--- config.mk ---
export PLATFORM = sky130hd
export DESIGN_NAME = gated_pulse_counter
export DESIGN_NICKNAME = d
export VERILOG_FILES = /design/src/rtl/gated_pulse_counter.sv
export SDC_FILE = /design/constraint.sdc
export NUM_CORES = 1
export LEC_CHECK = 0
export CAP_MARGIN = 5
export CORE_MARGIN = 2
export CORE_UTILIZATION = 55
export DETAILED_ROUTE_END_ITERATION = 8
export PLACE_DENSITY = 0.8
export SKIP_CTS_REPAIR_TIMING = 1
export SYNTH_ARGS = -nofsm -noshare
export SYNTH_HDL_FRONTEND = slang
export SYNTH_SLANG_ARGS = --single-unit
--- constraint.sdc ---
create_clock -name clk_12mhz -period 5.3 [get_ports clk_12mhz]
set_input_delay 1.06 -clock clk_12mhz [delete_from_list [all_inputs] [get_ports clk_12mhz]]
set_output_delay 1.06 -clock clk_12mhz [all_outputs]
set_load 0.005 [all_outputs]
--- src/rtl/gated_pulse_counter.sv ---
// gated_pulse_counter
//   Counts pulses from the selected measurement source over alternating gate
//   phases. gate high is the PLUS phase and gate low is the MINUS phase. One
//   24-bit measurement word is produced per full gate period and written to
//   the measurement FIFO.
//
// Ports
//   clk_12mhz   system clock
//   rst_sync    synchronous active-high reset
//   cnt_in      asynchronous pulse stream; each rising edge counts once
//   cnt_en      asynchronous count enable, synchronised like cnt_in
//   gate        asynchronous phase reference (1 = PLUS, 0 = MINUS)
//   count_mode  0 = raw PLUS count, 1 = signed PLUS-MINUS difference
//   fifo_full   FIFO Full flag
//   count_word  measurement word; holds its value until the next write
//   wr_en       one-cycle FIFO write strobe
//   overflow    sticky: an accumulator saturated or a word was dropped
//   drop_cnt    saturating count of words discarded because fifo_full=1
//   busy        high while aligned and counting
//   state_dbg   current FSM state (ALIGN=0, PLUS=1, MINUS=2)
//
// Handshake: wr_en/count_word form a valid-only push into the FIFO. A word is
// pushed (wr_en=1 for exactly one cycle) only when fifo_full was 0 in the
// cycle the period ended; otherwise the word is discarded and counted in
// drop_cnt. There is no stall path back into the counter.
module gated_pulse_counter #(
  parameter int CNT_W       = 23,
  parameter int SYNC_STAGES = 2,
  parameter int DROP_W      = 8,
  parameter int STUCK_W     = 17
) (
  input  logic              clk_12mhz,
  input  logic              rst_sync,
  input  logic              cnt_in,
  input  logic              cnt_en,
  input  logic              gate,
  input  logic              count_mode,
  input  logic              fifo_full,
  output logic [23:0]       count_word,
  output logic              wr_en,
  output logic              overflow,
  output logic [DROP_W-1:0] drop_cnt,
  output logic              busy,
  output logic [1:0]        state_dbg
);

  typedef enum logic [1:0] {
    ALIGN = 2'd0,
    PLUS  = 2'd1,
    MINUS = 2'd2
  } state_t;

  localparam logic [CNT_W-1:0] ACC_MAX = '1;

  state_t state, state_n;

  logic [SYNC_STAGES-1:0] cin_sr, en_sr, gate_sr;
  logic                   cin_prev, gate_prev;
  logic                   cin_s, en_s, gate_s;
  logic                   pulse, g_rise, g_fall;

  logic [CNT_W-1:0]   acc_p, acc_m, acc_p_n, acc_m_n;
  logic [CNT_W:0]     diff;
  logic [23:0]        word_n;
  logic               sat_p;
  logic               emit, stuck_clr, timeout;
  logic [STUCK_W-1:0] stuck_cnt;

  assign cin_s  = cin_sr[SYNC_STAGES-1];
  assign en_s   = en_sr[SYNC_STAGES-1];
  assign gate_s = gate_sr[SYNC_STAGES-1];

  assign pulse  = cin_s & ~cin_prev & en_s;
  assign g_rise = gate_s & ~gate_prev;
  assign g_fall = ~gate_s & gate_prev;

  assign timeout = (stuck_cnt == '1);

  // Accumulators stop at full scale, so "saturated during the period" is
  // simply "sitting at full scale now".
  assign sat_p = (acc_p == ACC_MAX);
  assign diff  = {1'b0, acc_p} - {1'b0, acc_m};
  assign word_n = count_mode ? 24'($signed(diff)) : {sat_p, 23'(acc_p)};

  assign busy      = (state != ALIGN);
  assign state_dbg = state;

  // Synchronisers, edge-history flops and the stuck-gate timer.
  always_ff @(posedge clk_12mhz) begin
    if (rst_sync) begin
      cin_sr    <= '0;
      en_sr     <= '0;
      gate_sr   <= '0;
      cin_prev  <= 1'b0;
      gate_prev <= 1'b0;
      stuck_cnt <= '0;
    end else begin
      cin_sr    <= {cin_sr[SYNC_STAGES-2:0], cnt_in};
      en_sr     <= {en_sr[SYNC_STAGES-2:0], cnt_en};
      gate_sr   <= {gate_sr[SYNC_STAGES-2:0], gate};
      cin_prev  <= cin_s;
      gate_prev <= gate_s;
      if (stuck_clr || g_rise || g_fall) stuck_cnt <= '0;
      else                               stuck_cnt <= stuck_cnt + 1'b1;
    end
  end

  // State register, accumulators and FIFO-side outputs.
  always_ff @(posedge clk_12mhz) begin
    if (rst_sync) begin
      state      <= ALIGN;
      acc_p      <= '0;
      acc_m      <= '0;
      count_word <= '0;
      wr_en      <= 1'b0;
      overflow   <= 1'b0;
      drop_cnt   <= '0;
    end else begin
      state <= state_n;
      acc_p <= acc_p_n;
      acc_m <= acc_m_n;
      wr_en <= emit & ~fifo_full;
      if (emit && !fifo_full) count_word <= word_n;
      if (emit && fifo_full && drop_cnt != '1) drop_cnt <= drop_cnt + 1'b1;
      if ((acc_p_n == ACC_MAX) || (acc_m_n == ACC_MAX) || (emit && fifo_full))
        overflow <= 1'b1;
    end
  end

  // Next-state logic. A pulse that lands in the same cycle as a gate edge is
  // always credited to the phase that edge starts.
  always_comb begin
    state_n   = state;
    acc_p_n   = acc_p;
    acc_m_n   = acc_m;
    emit      = 1'b0;
    stuck_clr = 1'b0;
    case (state)
      ALIGN: begin
        acc_p_n   = '0;
        acc_m_n   = '0;
        stuck_clr = 1'b1;
        if (g_rise) begin
          state_n = PLUS;
          acc_p_n = CNT_W'(pulse);
        end
      end
      PLUS: begin
        if (g_fall) begin
          state_n = MINUS;
          acc_m_n = CNT_W'(pulse);
        end else if (timeout) begin
          state_n = ALIGN;
          acc_p_n = '0;
          acc_m_n = '0;
        end else if (pulse && acc_p != ACC_MAX) begin
          acc_p_n = acc_p + CNT_W'(1);
        end
      end
      MINUS: begin
        if (g_rise) begin
          state_n = PLUS;
          emit    = 1'b1;
          acc_p_n = CNT_W'(pulse);
          acc_m_n = '0;
        end else if (timeout) begin
          state_n = ALIGN;
          acc_p_n = '0;
          acc_m_n = '0;
        end else if (pulse && acc_m != ACC_MAX) begin
          acc_m_n = acc_m + CNT_W'(1);
        end
      end
      default: begin
        state_n = ALIGN;
        acc_p_n = '0;
        acc_m_n = '0;
      end
    endcase
  end

endmodule

Yosys cells after proc, flatten, opt, wreduce, memory -nomap -nowiden

Cells that the tools add are included.
Widths: inputs -> output; s select.

Word-level logic and storage cells: 72
Register bits: 107

$add $sub $neg: 5
Muxes and demuxes: 22
Bitwise logic cells: 9
Reduce and logical (&&, ||, !) cells: 13
Equality and inequality tests: 10

Operators with widths:

| operator              | number |
|---|---|
| $mux 23               | 10 |
| $eq 23x23->1 const B  | 3 |
| $pmux 23 s3           | 1 |
| $add 23x1->23 const B | 2 |
| $ne 23x23->1 const B  | 2 |
| $pmux 23 s2           | 1 |
| $mux 24               | 1 |
| $sub 23x23->24        | 1 |
| $add 17x1->17 const B | 1 |
| $eq 17x17->1 const B  | 1 |
| $add 8x1->8 const B   | 1 |
| $mux 2                | 4 |
| $ne 8x8->1 const B    | 1 |
| $pmux 2 s3            | 1 |
| $and 1x1->1           | 5 |
| $logic_and 1x1->1     | 5 |
| $logic_or 1x1->1      | 4 |
| $mux 1                | 4 |
| $not 1->1             | 4 |
| $eq 2x1->1 const B    | 1 |
| $eq 2x2->1 const B    | 1 |
| $logic_not 2->1       | 1 |
| $ne 2x2->1 const B    | 1 |
| $reduce_bool 2->1     | 1 |
| other kinds (2)       | 2 |

Depth between registers and ports, before layout

Gate-level depths: netlist of run 1.

Depth after elaboration: 11
Depth in mapped cells: 19
Depth with buffers taken out: 16

Least setup slack after synthesis of run 1

Ideal clock, no wire load.

Kind: register to register
Start point: register stuck_cnt[4]
End point: register overflow
Path slack: 1.999 ns
Arrival: 3.185 ns
Cell stages (with the launch flop): 19
Data required time: 5.184 ns
Library setup time: 0.116 ns
Period minus slack after synthesis: 3.301 ns
Path through: dfxtp_1 > and3_1 > and3_1 > nand3_1 > nor2_1 > nand3_1 > nor3_1 > ha_1 > inv_1 > and3_2 > clkbuf_1 > clkbuf_8 > clkbuf_1 > o41a_1 > nor2_1 > nor2_1 > nand4_1 > o22ai_1 > a41o_1

Cells in the longest elaborated chain, start to end: 7

RTL lines:

| what                                       | RTL line | RTL |
|---|---|---|
| start, declared                            | 67       | `logic [STUCK_W-1:0] stuck_cnt;` |
| start signal, assigned                     | 104      | `else stuck_cnt <= stuck_cnt + 1'b1;` |
| $eq 17x17->1 (*)                           | 77       | `assign timeout = (stuck_cnt == '1);` |
| $mux 23, on equally long branches          | 166, 152 |  |
| $mux 23, on equally long branches          | 161, 149 |  |
| $pmux 23 s3 or $pmux 23 s2 (tied branches) | 138      | `case (state)` |
| $eq 23x23->1                               | 125      | `if ((acc_p_n == ACC_MAX) \|\| (acc_m_n == ACC_MAX) \|\| (emit && fifo_full))` |
| $logic_or 1x1->1 (*) (2 in a row)          | 125      |  |
| end signal, assigned                       | 116      | `overflow <= 1'b0;` |
| end signal, assigned                       | 126      | `overflow <= 1'b1;` |
| end, declared                              | 41       | `output logic overflow,` |

Mark *: on every way between the ends. The rest lies on a longest branch, timed or not.
A chain may end at the register's enable or synchronous reset.

Worst setup path after layout of run 1

Ends and elaborated chain as after synthesis.

==> results of run 1 <==
worst min-delay path by stage:
stage | slack (ns) | startpoint | depth (start not counted) | to
2_1_floorplan | 0.41 | cin_sr[0] | 1 | cin_sr[1]
3_3_place_gp | 0.42 | cin_sr[0] | 1 | cin_sr[1]
3_5_place_dp | 0.43 | cin_sr[0] | 1 | cin_sr[1]
4_1_cts | 0.45 | cin_sr[0] | 1 | cin_sr[1]
5_1_grt | 0.46 | cin_sr[0] | 1 | cin_sr[1]
6_report | 0.45 | cin_sr[0] | 1 | cin_sr[1]
cell usage in the layout, fill, tap and decap left out, types with 27 or more instances in the layout:
cell / n
inv_1: 39
nor3_1: 27
nand3_1: 35
nor2_1: 121
clkdlybuf4s50_1: 42
o21ai_0: 40
dfxtp_1: 107
a21oi_1: 69
ha_1: 32
nand2_1: 65
per-layer routing:
metal  vias to the layer above  part of all wire  wire length [um]
met5                         -                 0                 0
met4                         0             0.037               678
met3                        61             0.073              1330
met2                       318              0.45              8160
met1                      3048              0.44              8030
li1                       3198                 -                 -
flip-flops by register name, indices dropped and copies added (netlist names), 8 cells and up:
signal,cells
drop_cnt,8
count_word,24
acc_m,23
acc_p,23
stuck_cnt,17
cell families (layout without fill, tap and decap cells):
logic type	Yosys count	in the layout
and+or+nand+nor	358	358
AOI/OAI and AO/OA	240	240
DFF	107	107
buffers and inverters	79	105
xor gates and xnor gates	35	35
adders and majority gates	33	33
muxes	10	10
power by group:
group / total [mW] / switching (mW) / internal [mW]
sequential: 0.808 / 0.00199 / 0.806
combinational: 0.0535 / 0.0363 / 0.0172
clock: 0.657 / 0.329 / 0.329
total: 1.52 / 0.367 / 1.15
worst max-delay path, stage by stage, from the launching register on:
cell	delay (ns)
dfxtp_1	0.38
and3_1	0.20
and3_1	0.22
nand3_1	0.09
nor2_1	0.19
nand3_1	0.14
nor3_1	0.20
ha_1	0.22
inv_1	0.11
nand3_1	0.34
buf_4	0.37
nand2_1	0.11
o311ai_0	0.32
o41ai_1	0.14
nor4bb_1	0.16
nand4_1	0.12
o22ai_1	0.09
a41o_1	0.22
area by class of cell:
cell class / count / area [sq um] / share of cell area
Multi-Input combinational cell: 676 / 4200 / 0.565
Sequential cell: 107 / 2140 / 0.288
Timing Repair Buffer: 50 / 478 / 0.0643
Clock buffer: 10 / 229 / 0.0308
Tap cell: 147 / 184 / 0.0247
Inverter: 39 / 146 / 0.0197
Clock inverter: 6 / 51.3 / 0.00690
==> results.ini, run 1 <==
[run_status]
status = completed

[timing]
slew_headroom = 0.548
final.setup.worst_slack_ns = 1.57
fin_crit_ns = 3.73
setup_viol = 0
post-route-period-util = 0.704
hold_violations = 0
tns_ns = 0
worst_hold_slack_ns = 0.449
fmax_mhz = 268
worst_pin_slew_ns = 0.669
rsz0062_at_grt = no
finalMaxSlewViolations = 0
finalClockSkew_ns = 0.00997

[power_and_ir_drop]
finalPower_mw = 1.52
power_density_nw_per_um2 = 204
power_leakage_nw = 2.49
peakVddDrop_v = 0.000150

[final_layout]
antenna_cells = 0
finalNonFillerCells = 1035
nNetsFinal = 923
area_delta_synth_final_pct = 11.2
final_cell_area_sq_um = 7430
final_layout_size_suffix_gt1_frac = 0.0484
fillers = 1091
fin_util = 0.622

[synthesis]
synth_commonest_cells = nor2_1, dfxtp_1, a21oi_1
ys_seq_area_frac = 0.320
synthCells = 862
synth_edf_count = 0
yosys.area_share.simple = 0.265
synthMuxAreaShare = 0.0152
synth_top_family_by_area = simple AND/OR/NAND/NOR gates
synth_compound_area_frac = 0.239
netlist_area_sq_um = 6690
ys_top_cells_by_area = dfxtp_1, nor2_1, ha_1
synthArstFlopShare = 0
yosys.area.top_type = dfxtp_1
synth_top_area_share = 0.320
synthAdderAreaFrac = 0.0629
synth_xor_xnor_area_share = 0.0458
yosysUniqueCellTypes = 76
synthFlopType = dfxtp_1
synth_fp_nets = 902
ys_ff_latch = 107
synth.most_common_cell = nor2_1
avgSynthCellArea_sq_um = 7.76
yosysWarningCount = 0

[drt]
vias_per_cell = 6.40
wl_um = 18200
drt-pass1-iter-count = 5
wl_per_cell_um = 17.6
drc = 0
ant_nets = 0
drt_iter0_drc = 663
dr_total_vias = 6625

[clocking]
h-tree-depth = 3
path_clk_slew_ns = 0.08
insertion_delay_ns = 0.37
numCtsBuffers = 9
root_buffer = clkbuf_16
cts_tree = yes
clock-sinks = 107
clockBufferDepth = 2

[die]
die_y_um = 114
design.core.area_sq_um = 12000
start_util = 0.559
ios = 44
die_w_um = 114
rows = 40
dieArea_sq_um = 13100

[critical_path]
start_kind = flop
path_max_fanout = 24
startpoint = stuck_cnt[4]
r2r_cells = 17
arrival_ns = 3.99
setup.worst_path.end = overflow
worstSetupEndpointType = flop
worst-setup-path-type = reg2reg
rr_endpoint = overflow
cp_data_required_time_ns = 5.56
rrSetupSlack_ns = 1.57
r2r_start = stuck_cnt[4]

[global_routing]
grt_use_met3 = 0.0492
met1_usage = 0.373
overflow = 0
grt_pass1_vias = 6076
use_met2 = 0.450
grt_pass1_wl_um = 29500
antenna_found_initial = 0
grt_max_degree = 51
grt.total_usage = 0.283
grt_busiest_layer = met2

[job]
maxCapViolations = 0

[placement]
gp_congestion = 1.02
dp_hpwl_um = 13300
dp_worst_setup_slack_ns = 1.60
dp.cells = 1019
numPortBuffers = 43
place_area_sq_um = 7150

[min_path]
hp-class = reg2reg

Power figures use the tool's default switching activity.
==> inputs of run 2 (changes only) <==
Settings changed: CORE_UTILIZATION 55 to 54, PLACE_DENSITY 0.8 to 0.82.
Clock period 5.3 ns to 3.15 ns, I/O delays scaled along.
==> run 2 against run 1 <==
Critical path depth fell by 1. Register-to-register slack got worse by 1.5 ns. Via count is 2.7% higher. Non-clock buffer count is 41 higher. Worst hold slack worse by 0.0080 ns. Die area rose by 1.8%. Flip-flop and latch count stayed put. Clock-buffer cell count is the same. First-iteration DRC count rose by 9.4%. Combinational power rose by 87%. Worst setup slack got worse by 1.5 ns.
==> results.ini, run 2 (same netlist as run 1, synthesis figures left out) <==
[min_path]
hp-class = reg2reg
hold_depth = 1  ; unchanged
hold_end = cin_sr[1]
holdCritStartpoint = cin_sr[0]

[drt]
drt-pass1-iter-count = 5  ; unchanged
ant_nets = 0  ; unchanged
drt_iter0_drc = 725  ; +9.4%
drc = 0  ; unchanged
wl_per_cell_um = 17.7  ; +0.93%
wl_um = 19500  ; +7.0%
dr_total_vias = 6807  ; +2.7%
vias_per_cell = 6.21  ; -3.1%

[final_layout]
fin_util = 0.654  ; +0.0323
nNetsFinal = 964  ; +4.4%
final_layout_size_suffix_gt1_frac = 0.109  ; +0.0603
max_flop_register = count_word
area_delta_synth_final_pct = 17.9
top_regs = count_word: 24 flops, acc_m: 23 flops, acc_p: 23 flops
final_cell_area_sq_um = 7890  ; +6.1%
antenna_cells = 0  ; unchanged
layout_common_cells = nor2_1, dfxtp_1, a21oi_1
largest_reg_flops = 24  ; unchanged
final_common_cell = nor2_1

[job]
maxCapViolations = 0  ; unchanged

[power_and_ir_drop]
power_density_nw_per_um2 = 329  ; +61%
power_leakage_nw = 2.72  ; +9.4%
peakVddDrop_v = 0.000242  ; +62%
finalPower_mw = 2.60  ; +71%

[timing]
fmax_mhz = 329  ; +23%
worst_hold_slack_ns = 0.441  ; -0.00801 ns
fin_crit_ns = 3.04  ; -0.691 ns
worst_pin_slew_ns = 0.648  ; -0.0213 ns
tns_ns = 0  ; unchanged
slew_headroom = 0.567  ; +0.0196
post-route-period-util = 0.964  ; +0.261
finalClockSkew_ns = 0.00867  ; -0.00130 ns
rsz0062_at_grt = yes
finalMaxSlewViolations = 0  ; unchanged
setup_viol = 0  ; unchanged
hold_violations = 0  ; unchanged

[critical_path]
rrSetupSlack_ns = 0.11  ; -1.46 ns
arrival_ns = 3.30  ; -0.69 ns
start_kind = flop
worst-setup-path-type = reg2reg
path_max_fanout = 22  ; -8.3%
r2r_start = stuck_cnt[6]
r2r_cells = 16  ; -1
slowest_delay_ns = 0.34  ; -0.04 ns
cp_data_required_time_ns = 3.41  ; -2.15 ns
crit_path_top_delay_cell = dfxtp_1
worstSetupEndpointType = flop
path_cells = and3_4, and3_4, nand3_1, nor2_2, nand3_2, nor3_2, ha_2, inv_2, nand3_1, buf_12, nand2_1, o311a_1, o221a_2, nand4_1, o22ai_2, a41o_1
rr_endpoint = overflow

[placement]
dp_hpwl_um = 14500  ; +9.1%
gp_congestion = 1.02  ; -0.11%
place_area_sq_um = 7520  ; +5.1%
numPortBuffers = 43  ; unchanged

[die]
die_w_um = 115  ; +0.89%
ios = 44  ; unchanged
start_util = 0.554  ; -0.00464
design.core.area_sq_um = 12100  ; +0.84%
die_y_um = 115  ; +0.89%
rows = 40  ; unchanged
dieArea_sq_um = 13300  ; +1.8%

[global_routing]
grt_pass1_vias = 6006  ; -1.2%
grt_max_degree = 38  ; -25%
antenna_found_initial = 0  ; unchanged
grt_pass1_wl_um = 31100  ; +5.4%
grt.total_usage = 0.297  ; +0.0140
overflow = 0  ; unchanged

[run_status]
status = completed

[clocking]
root_buffer = clkbuf_16
h-tree-depth = 3  ; unchanged
clockBufferDepth = 2  ; unchanged
insertion_delay_ns = 0.37  ; about the same
clock-sinks = 107  ; unchanged
numCtsBuffers = 9  ; unchanged
cts_tree = yes
path_clk_slew_ns = 0.08  ; about the same

==> run 2: changes by cell type in the layout (fill, tap and decap cells not counted), sizes merged <==
cell	delta
buf	+41
==> run 2: layer usage <==
| metal | part of all wire | routed length (um) | GRT usage | vias to the layer above |
|---|---|---|---|---|
| met4 | 0.042 | 826 | 0.144 | 0 |
| met1 | 0.44 | 8620 | 0.416 | 3071 |
| li1 | - | - | - | 3293 |
| met3 | 0.084 | 1640 | 0.0554 | 78 |
| met5 | 0 | 0 | 0 | - |
| met2 | 0.43 | 8390 | 0.438 | 365 |
==> run 2: power breakdown <==
part | internal (mW) | total, mW | leakage [nW] | switching, mW
Combinational | 0.0352 | 0.100 | 1.71 | 0.0651
Clock | 0.577 | 1.14 | 0.148 | 0.561
Sequential | 1.36 | 1.36 | 0.864 | 0.00317
==> run 2: how the worst max path moves through the flow <==
stage / startpoint / cells past startpoint / slack, ns / end
6_report: stuck_cnt[6] / 16 / 0.11 / overflow
5_1_grt: stuck_cnt[4] / 17 / -0.08 / overflow
4_1_cts: stuck_cnt[6] / 16 / 0.04 / overflow
3_5_place_dp: stuck_cnt[6] / 16 / 0.06 / overflow
3_3_place_gp: stuck_cnt[6] / 16 / 0.06 / overflow
2_1_floorplan: stuck_cnt[5] / 18 / 0.008 / overflow
==> run 2: final cells by class <==
type / count / area [sq um]
Clock inverter: 6 / 53.8
Multi-Input combinational cell: 676 / 4270
Clock buffer: 10 / 239
Timing Repair Buffer: 91 / 823
Inverter: 39 / 146
Fill cell: 1053 / 4180
Tap cell: 168 / 210
Sequential cell: 107 / 2140
==> run 2: critical path: cells and delay by family, from the launching register on <==
family,cells,cell delay (ns)
simple gates,9,1.17
compound gates,4,0.93
flops,1,0.34
buf+inv,2,0.26
fa+ha+maj,1,0.22
==> run 2: stage by stage <==
stage | setup WS, ns | cells
global route | -0.0801 | 1097
global placement | 0.0579 | 1077
CTS | 0.0372 | 1093
detailed placement | 0.0609 | 1077
floorplan | 0.00800 | 862
finish | 0.112 | 1097
==> inputs of run 3 (changes only) <==
Settings changed: SLEW_MARGIN set to 20.
==> results of run 3 <==
The final DEF is identical to that of run 2; final timing and power are the same.
